**src/rtl/uart_tx_sched_if.sv**
```systemverilog
// Requester-fabric and transmitter-side signals of the shared UART transmit scheduler.
// slave is the scheduler's view; master is the view of the surrounding fabric/transmitter.
interface uart_tx_sched_if #(
    parameter int unsigned NUM_REQ = 4,
    parameter int unsigned DATA_W  = 8
);
    localparam int unsigned IDX_W = $clog2(NUM_REQ);

    logic [NUM_REQ-1:0]        req_valid;
    logic [NUM_REQ*DATA_W-1:0] req_data;
    logic [NUM_REQ-1:0]        req_ready;
    logic [DATA_W-1:0]         tx_din;
    logic                      tx_wr_en;
    logic                      tx_clken;
    logic                      tx_busy;
    logic [IDX_W-1:0]          grant_id;
    logic                      sched_busy;
    logic                      err_tmo;

    modport master (
        output req_valid, req_data, tx_busy,
        input  req_ready, tx_din, tx_wr_en, tx_clken, grant_id, sched_busy, err_tmo
    );

    modport slave (
        input  req_valid, req_data, tx_busy,
        output req_ready, tx_din, tx_wr_en, tx_clken, grant_id, sched_busy, err_tmo
    );
endinterface

```
**src/rtl/uart_tx_sched.sv**
```systemverilog
// Shares one UART transmitter among NUM_REQ requesters: baud tick, round-robin grant, frame sequencing.
// Define UART_SCHED_PRIO_EN to give requester 0 strict priority over the round-robin group.
module uart_tx_sched #(
    parameter int unsigned NUM_REQ  = 4,
    parameter int unsigned DATA_W   = 8,
    parameter int unsigned CLK_DIV  = 16,
    parameter int unsigned LOAD_TMO = 64
) (
    input  logic           clk,
    input  logic           rst,
    uart_tx_sched_if.slave bus
);
    localparam int unsigned IDX_W = $clog2(NUM_REQ);
    localparam int unsigned DIV_W = $clog2(CLK_DIV);
    localparam int unsigned TMO_W = $clog2(LOAD_TMO + 1);
    localparam int unsigned SUM_W = IDX_W + 1;
`ifdef UART_SCHED_PRIO_EN
    localparam bit PRIO_EN = 1'b1;
`else
    localparam bit PRIO_EN = 1'b0;
`endif

    typedef enum logic [1:0] {
        IDLE,
        LOAD,
        SEND,
        GAP
    } state_t;

    state_t            state;
    logic [DIV_W-1:0]  div_cnt;
    logic [TMO_W-1:0]  tmo_cnt;
    logic [IDX_W-1:0]  rr_ptr;
    logic [IDX_W-1:0]  pick_idx;
    logic [IDX_W-1:0]  cand;
    logic [SUM_W-1:0]  cand_w;
    logic              pick_found;
    logic [DATA_W-1:0] req_bytes [NUM_REQ];

    for (genvar g = 0; g < NUM_REQ; g++) begin : g_unpack
        assign req_bytes[g] = bus.req_data[g*DATA_W +: DATA_W];
    end

    // Free-running baud divider; the tick is registered to line up with the terminal count.
    always_ff @(posedge clk) begin
        if (rst) begin
            div_cnt      <= '0;
            bus.tx_clken <= 1'b0;
        end else begin
            div_cnt      <= (div_cnt == DIV_W'(CLK_DIV - 1)) ? '0 : div_cnt + DIV_W'(1);
            bus.tx_clken <= (div_cnt == DIV_W'(CLK_DIV - 2));
        end
    end

    // Round-robin search starting one past the last grant; requester 0 may bypass it.
    always_comb begin
        pick_found = 1'b0;
        pick_idx   = '0;
        cand_w     = '0;
        cand       = '0;
        for (int unsigned k = 1; k <= NUM_REQ; k++) begin
            cand_w = {1'b0, rr_ptr} + SUM_W'(k);
            if (cand_w >= SUM_W'(NUM_REQ)) begin
                cand_w = cand_w - SUM_W'(NUM_REQ);
            end
            cand = IDX_W'(cand_w);
            if (!pick_found && bus.req_valid[cand] && !(PRIO_EN && (cand == '0))) begin
                pick_found = 1'b1;
                pick_idx   = cand;
            end
        end
        if (PRIO_EN && bus.req_valid[0]) begin
            pick_found = 1'b1;
            pick_idx   = '0;
        end
    end

    always_ff @(posedge clk) begin
        if (rst) begin
            state          <= IDLE;
            rr_ptr         <= IDX_W'(NUM_REQ - 1);
            tmo_cnt        <= '0;
            bus.req_ready  <= '0;
            bus.tx_din     <= '0;
            bus.tx_wr_en   <= 1'b0;
            bus.grant_id   <= '0;
            bus.sched_busy <= 1'b0;
            bus.err_tmo    <= 1'b0;
        end else begin
            bus.req_ready <= '0;
            case (state)
                IDLE: begin
                    if (pick_found) begin
                        state          <= LOAD;
                        bus.sched_busy <= 1'b1;
                        bus.tx_din     <= req_bytes[pick_idx];
                        bus.grant_id   <= pick_idx;
                        bus.req_ready  <= NUM_REQ'(1) << pick_idx;
                        bus.tx_wr_en   <= 1'b1;
                        tmo_cnt        <= '0;
                        if (!(PRIO_EN && (pick_idx == '0))) begin
                            rr_ptr <= pick_idx;
                        end
                    end
                end
                // tx_busy outranks a timeout that expires on the same edge.
                LOAD: begin
                    if (bus.tx_busy) begin
                        bus.tx_wr_en <= 1'b0;
                        state        <= SEND;
                    end else if (tmo_cnt == TMO_W'(LOAD_TMO - 1)) begin
                        bus.tx_wr_en   <= 1'b0;
                        bus.err_tmo    <= 1'b1;
                        bus.sched_busy <= 1'b0;
                        state          <= IDLE;
                    end else begin
                        tmo_cnt <= tmo_cnt + TMO_W'(1);
                    end
                end
                SEND: begin
                    if (!bus.tx_busy) begin
                        state <= GAP;
                    end
                end
                GAP: begin
                    bus.sched_busy <= 1'b0;
                    state          <= IDLE;
                end
                default: begin
                    bus.tx_wr_en   <= 1'b0;
                    bus.sched_busy <= 1'b0;
                    state          <= IDLE;
                end
            endcase
        end
    end

    a_ready_onehot: assert property (@(posedge clk) disable iff (rst) $onehot0(bus.req_ready));
    a_wr_en_load:   assert property (@(posedge clk) disable iff (rst) bus.tx_wr_en == (state == LOAD));
    a_busy_state:   assert property (@(posedge clk) disable iff (rst) bus.sched_busy == (state != IDLE));
endmodule
```
**src/flat_wrapper.sv**
```systemverilog
// flat-port wrapper written by rule: the top's interface ports become plain ports
module uart_tx_sched_flat 
#(
    parameter int unsigned NUM_REQ  = 4,
    parameter int unsigned DATA_W   = 8,
    parameter int unsigned CLK_DIV  = 16,
    parameter int unsigned LOAD_TMO = 64
)
  (clk, rst, bus_req_valid, bus_req_data, bus_tx_busy, bus_req_ready, bus_tx_din, bus_tx_wr_en, bus_tx_clken, bus_grant_id, bus_sched_busy, bus_err_tmo);
  uart_tx_sched_if #(.NUM_REQ(NUM_REQ), .DATA_W(DATA_W)) bus_i ();
  input  logic clk;
  input  logic rst;
  input wire logic [$bits(bus_i.req_valid)-1:0] bus_req_valid;
  input wire logic [$bits(bus_i.req_data)-1:0] bus_req_data;
  input wire logic [$bits(bus_i.tx_busy)-1:0] bus_tx_busy;
  output wire logic [$bits(bus_i.req_ready)-1:0] bus_req_ready;
  output wire logic [$bits(bus_i.tx_din)-1:0] bus_tx_din;
  output wire logic [$bits(bus_i.tx_wr_en)-1:0] bus_tx_wr_en;
  output wire logic [$bits(bus_i.tx_clken)-1:0] bus_tx_clken;
  output wire logic [$bits(bus_i.grant_id)-1:0] bus_grant_id;
  output wire logic [$bits(bus_i.sched_busy)-1:0] bus_sched_busy;
  output wire logic [$bits(bus_i.err_tmo)-1:0] bus_err_tmo;
  assign bus_i.req_valid = bus_req_valid;
  assign bus_i.req_data = bus_req_data;
  assign bus_i.tx_busy = bus_tx_busy;
  assign bus_req_ready = bus_i.req_ready;
  assign bus_tx_din = bus_i.tx_din;
  assign bus_tx_wr_en = bus_i.tx_wr_en;
  assign bus_tx_clken = bus_i.tx_clken;
  assign bus_grant_id = bus_i.grant_id;
  assign bus_sched_busy = bus_i.sched_busy;
  assign bus_err_tmo = bus_i.err_tmo;
  uart_tx_sched #(.NUM_REQ(NUM_REQ), .DATA_W(DATA_W), .CLK_DIV(CLK_DIV), .LOAD_TMO(LOAD_TMO)) u_core (.clk(clk), .rst(rst), .bus(bus_i));
endmodule
```
**config.mk**
```make
export PLATFORM = sky130hd
export DESIGN_NAME = uart_tx_sched_flat
export DESIGN_NICKNAME = d
export VERILOG_FILES = /design/src/rtl/uart_tx_sched_if.sv /design/src/rtl/uart_tx_sched.sv /design/src/flat_wrapper.sv
export SDC_FILE = /design/constraint.sdc
export NUM_CORES = 1
export LEC_CHECK = 0
export BUFFER_PORTS_ARGS = -buffer_cell sky130_fd_sc_hd__buf_2
export CAP_MARGIN = 0
export CORE_MARGIN = 3
export CORE_UTILIZATION = 30
export DETAILED_ROUTE_END_ITERATION = 8
export PLACE_DENSITY_LB_ADDON = 0.05
export SYNTH_ARGS = -nofsm -noshare
export SYNTH_HDL_FRONTEND = slang
export SYNTH_SLANG_ARGS = --single-unit
```
**constraint.sdc**
```tcl
create_clock -name clk -period 2.3 [get_ports clk]
set_clock_uncertainty 0.15 [all_clocks]
set_input_delay 0.46 -clock clk [delete_from_list [all_inputs] [get_ports clk]]
set_output_delay 0.46 -clock clk [all_outputs]
set_load 0.005 [all_outputs]
```
# Word-level counts from Yosys, hierarchy flattened
# Index checks and enable logic that the tools add are counted.
# W data, S select, Z words.
# classes
reduce_logical	17
n_eq_ne	12
shift	1
mux	38
n_addsub	10
n_lt_le_gt_ge	9
bitwise	4
# op_table
operator	count
$mux W2	12
$mux W7	3
$bmux W8 S2	1
$mux W8	2
$ge A3 B3 Y1 const B	5
$pmux W7 S2	1
$lt A2 B3 Y1 const B	4
$mux W1	12
$reduce_and A3 Y1	3
$bmux W1 S2	4
$eq A4 B4 Y1 const B	2
$pmux W2 S4	1
$reduce_and A4 Y1	2
$sub A2 B1 Y2 const B	4
$add A7 B1 Y7 const B	1
$eq A7 B6 Y1 const B	1
$add A2 B2 Y3 const B	2
$ne A2 B2 Y1 const B	3
$add A4 B1 Y4 const B	1
$eq A2 B2 Y1 const B	2
$ne A2 B1 Y1 const B	2
$shl A1 B2 Y4 const A	1
$add A2 B1 Y3 const B	1
$add A2 B3 Y3 const B	1
14 further kinds	20
# word_totals
ff_bits	33
out_inout_bits	18
inputBits	39
word_cells	102

# Depth between registers and ports, before layout
# depth
ltp_word	19
ltp_mapped	7
ltp_nobuf	6

# Worst setup path after synthesis
# OpenSTA, ideal clock, no wires.
# synth_path
path_type	input to register
from	input bus_req_valid[3]
to	register u_core.bus.tx_din[1]
cell_stages	7
path_buffers	2
required_ns	2.012
setup_time_ns	0.138
t_arrival_ns	1.500
path_slack_ns	0.512
cell_sequence	nor2b_2 > o21ai_2 > and3_1 > buf_6 > buf_6 > mux2i_1 > o221ai_1
# synth_between
elab_chain_len	16
word_cells_on_any_way	27
classes_between	19 x mux; 1 x bitwise; 7 x reduce/logical
# synth_lines
element	line	rtl
from (decl)	flat_wrapper.sv:13	input wire logic [$bits(bus_i.req_valid)-1:0] bus_req_valid;
$bmux W1 S2	uart_tx_sched.sv:67	if (!pick_found && bus.req_valid[cand] && !(PRIO_EN && (cand == '0))) begin
$mux W1 (implied by the code)	uart_tx_sched.sv:67	
$mux W1	uart_tx_sched.sv:67	
$logic_not A1 Y1	uart_tx_sched.sv:67	
$logic_and A1 B1 Y1	uart_tx_sched.sv:67	
$mux W1	uart_tx_sched.sv:67	
$logic_not A1 Y1	uart_tx_sched.sv:67	
$logic_and A1 B1 Y1	uart_tx_sched.sv:67	
$mux W1	uart_tx_sched.sv:67	
$logic_not A1 Y1	uart_tx_sched.sv:67	
$logic_and A1 B1 Y1	uart_tx_sched.sv:67	
$mux W2	uart_tx_sched.sv:67	
$not A2 Y3 (implied by the code)	uart_tx_sched.sv:96	bus.tx_din <= req_bytes[pick_idx];
$bmux W8 S2	uart_tx_sched.sv:96	
$mux W8 (implied by the code) (2 in series)	uart_tx_sched.sv:96	
to (signal assigned)	uart_tx_sched.sv:96	
to (decl)	uart_tx_sched_if.sv:27	output req_ready, tx_din, tx_wr_en, tx_clken, grant_id, sched_busy, err_tmo
# Several ways; a longest one is shown, not always the timed one. The select of a mux whose other input is x is not followed.
# A chain may end at the register's enable or synchronous reset.

# Final worst setup path
# layout_path
from	register u_core.tmo_cnt[0]
to	register u_core.tmo_cnt[5]
# layout_between
elab_chain_len	4
word_cells_on_any_way	7
classes_between	1 x add/sub; 2 x eq/ne; 3 x mux; 1 x reduce/logical
# layout_lines
element	line	rtl
from (decl)	uart_tx_sched.sv:32	logic [TMO_W-1:0] tmo_cnt;
from (signal assigned)	uart_tx_sched.sv:117	tmo_cnt <= tmo_cnt + TMO_W'(1);
$add A7 B1 Y7	uart_tx_sched.sv:117	
$mux W7	uart_tx_sched.sv:111	end else if (tmo_cnt == TMO_W'(LOAD_TMO - 1)) begin
$mux W7	uart_tx_sched.sv:108	if (bus.tx_busy) begin
$pmux W7 S2	uart_tx_sched.sv:91	case (state)
# Several ways; a longest one is shown, not always the timed one. The select of a mux whose other input is x is not followed.

==> results_dict.tcl <==
set metrics [dict create \
    required_ps 2350 \
    die_w_um 81.1 \
    synth-main-ff-cell "dfxtp_1" \
    arrival_ps 2020 \
    seq_area_frac_synth_pct 39.1 \
    min_path_type "reg2reg" \
    synthArstFlopShare_pct 0 \
    gp_congestion 0.745 \
    row_count 26 \
    rsz0062_at_grt "false" \
    vias 1645 \
    critPathKind "reg2reg" \
    synth_common_cells "dfxtp_1 (33), nor2_1 (14), o21ai_0 (14)" \
    min_period_ps 1970 \
    grt_first_pass_wirelength_mm 7.56 \
    core_area_um2 5270 \
    n_fill_cell 561 \
    leakage_nw 0.941 \
    slew_viol_final 0 \
    die_h_um 81.1 \
    final-hold-violation-count 0 \
    grt_antenna_before_repair 0 \
    cts_max_level 2 \
    multiInputGateArea_um2 928 \
    initial_utilization_pct 32.1 \
    syn_to_final_growth_pct 27.6 \
    track_usage_pct 14.8 \
    clk_pin_slew_ps 70 \
    maxCapViolCount 0 \
    drt_iter0_drc 59 \
    num_antenna_cells 0 \
    route.detailed.drc 0 \
    cts_max_path_buffers 2 \
    finalCoreUtilization_pct 40.9 \
    synth_xor_xnor_area_share_pct 2.59 \
    grt_pass1_vias 1570 \
    grt_start_max_net_pins 23 \
    end_kind "register" \
    overflow 0 \
    syn_avg_cell_area_um2 8.71 \
    cts_buffers 5 \
    final_nets 297 \
    worst_path_max_delay_cell "o31ai_2" \
    synthAdderAreaFrac_pct 2.22 \
    synth_fp_nets 236 \
    layout.cells.non_filler 326 \
    yosysUniqueCellTypes 43 \
    die_area_um2 6570 \
    synthTopCellsByArea "dfxtp_1 (39%), mux2i_1 (4.7%), o21ai_0 (4.1%)" \
    boundaryPins 57 \
    ys_seq_elements 33 \
    viasPerCell 5.05 \
    post-dp-hpwl_mm 3.36 \
    root_buffer "clkbuf_8" \
    setup_viol 0 \
    regArea_um2 661 \
    crit_fanout 6 \
    yosysTopAreaCellShare_pct 39.1 \
    path_delay_family "compound AO/OA/AOI/OAI gates" \
    synth_top_family_by_area "compound AO/OA/AOI/OAI gates" \
    p_per_area_nw_per_um2 690 \
    status "finished clean" \
    crit_buf_inv 0 \
    synth.most_common_cell "dfxtp_1" \
    path_cells "ha_1 > nand3_1 > o31ai_2 > a211oi_2 > xnor2_1 > nor3_1" \
    clk_latency_ps 280 \
    drt-total-wl_mm 4.56 \
    slowest_delay_ps 540 \
    fmax_mhz 506 \
    synth_compound_area_share_pct 23.7 \
    start_kind "register" \
    ir_worst_vdd_v 0.000294 \
    yosys.area.top_type "dfxtp_1" \
    drive_above_1_share_pct 32.0 \
    relSlewSlack_pct 64.1 \
    worst_slew_pin_slew_ps 535 \
    muxShareOfSynthArea_pct 5.63 \
    syn-cell-area_um2 1690 \
    cts_tree "done" \
    drtAntennaViolNets 0 \
    io_buffers 56 \
    dp_cells 318 \
    synthSimpleGateAreaFrac_pct 20.5 \
    period_share_pct 85.9 \
    wire_per_inst_um 14.0 \
    synth-edff-count 0 \
    synth_cells 194 \
    firstDrtPassIters 4 \
    rrSetupSlack_ps 330 \
    synth-warning-count 0 \
    numClockSinks 33 \
    post_cts_buffers 0 \
]
-- final timing paths --
check / cells after the start / startpoint / endpoint
worst min register to register: 2 / u_core.bus.grant_id[1] / u_core.bus.grant_id[1]
worst max register to register: 6 / u_core.tmo_cnt[0] / u_core.tmo_cnt[5]
worst max-delay path: 6 / u_core.tmo_cnt[0] / u_core.tmo_cnt[5]
worst min-delay path: 2 / u_core.bus.grant_id[1] / u_core.bus.grant_id[1]
-- registers in the layout (all words and copies together), names as in the netlist, named ones only --
| signal | flops |
|---|---|
| u_core.bus.err_tmo | 1 |
| u_core.bus.sched_busy | 1 |
| u_core.div_cnt | 4 |
| u_core.bus.tx_wr_en | 1 |
| u_core.bus.tx_clken | 1 |
| u_core.tmo_cnt | 7 |
| u_core.bus.grant_id | 2 |
| u_core.state | 1 |
| u_core.bus.req_ready | 4 |
| u_core.bus.tx_din | 8 |
| u_core.rr_ptr | 2 |
-- metrics by stage --
step / setup slack, ps / instance area [µm²] / TNS [ps] / total power, mW / hold slack (ps)
after floorplan: 512 / 1690 / 0 / 0.932 / 291
after global placement: 16.9 / 2070 / 0 / 1.09 / 302
after detailed placement: -132 / 2070 / -381 / 1.08 / 306
after CTS: 157 / 2150 / 0 / 1.51 / 319
after global routing: 167 / 2160 / 0 / 1.58 / 352
final: 325 / 2160 / 0 / 1.49 / 317
-- routing by layer --
layer	vias up	share of wire [%]	wire length, µm	global-route usage [%]
met3	2	5.6	256	3.66
met4	0	0.50	23	4.05
met2	40	47	2130	23.8
met5	-	0	0	0
li1	833	-	-	-
met1	770	47	2140	19.7
-- tightest hold or removal path, delay by kind of cell, from the launching register on --
kind,cells,cell delay (ps)
AOI/OAI and AO/OA,1,60
DFF,1,310
and+or+nand+nor,1,50
-- where the power goes --
group / switching [mW] / internal [mW]
Sequential: 0.0380 / 0.630
Clock: 0.208 / 0.210
Combinational: 0.215 / 0.188
Total: 0.461 / 1.03
-- layout make-up --
class                           count  area share [%]
Multi-Input combinational cell    140            43.0
Sequential cell                    33            30.6
Timing Repair Buffer               65            16.7
Tap cell                           70            4.06
Clock buffer                        6            3.36
Inverter                           10            1.74
Clock inverter                      2           0.464
-- repair_timing --
action	in CTS	in global routing
hold buffers	0	0
endpoints found under the setup margin	0	2
gates resized for setup	0	1
-- layout by cell type (no fill, tap or decap), types with 2 or more instances in the layout --
master / count
dfxtp_1: 33
nand2b_1: 5
o221ai_1: 5
nor3_1: 5
o211ai_1: 2
a21oi_1: 13
ha_1: 3
buf_4: 8
a211oi_1: 7
clkbuf_8: 5
a31oi_1: 9
clkinv_2: 2
nor3_2: 2
xnor2_1: 4
o21ai_0: 14
and4_1: 5
inv_1: 10
buf_2: 56
mux2i_1: 8
or3_1: 2
nand2_1: 10
o21a_1: 2
nand3_1: 11
nor2_1: 14
-- cells by family (layout without fill, tap and decap cells) --
kind of cell	after synthesis	after routing
multiplexers	9	9
AO/OA/AOI/OAI	61	61
flip-flops	33	33
AND/OR/NAND/NOR	62	62
adder cells (fa/ha/maj)	3	3
XOR/XNOR	5	5
buffers and inverters	21	83
Power figures use the tool's default switching activity.
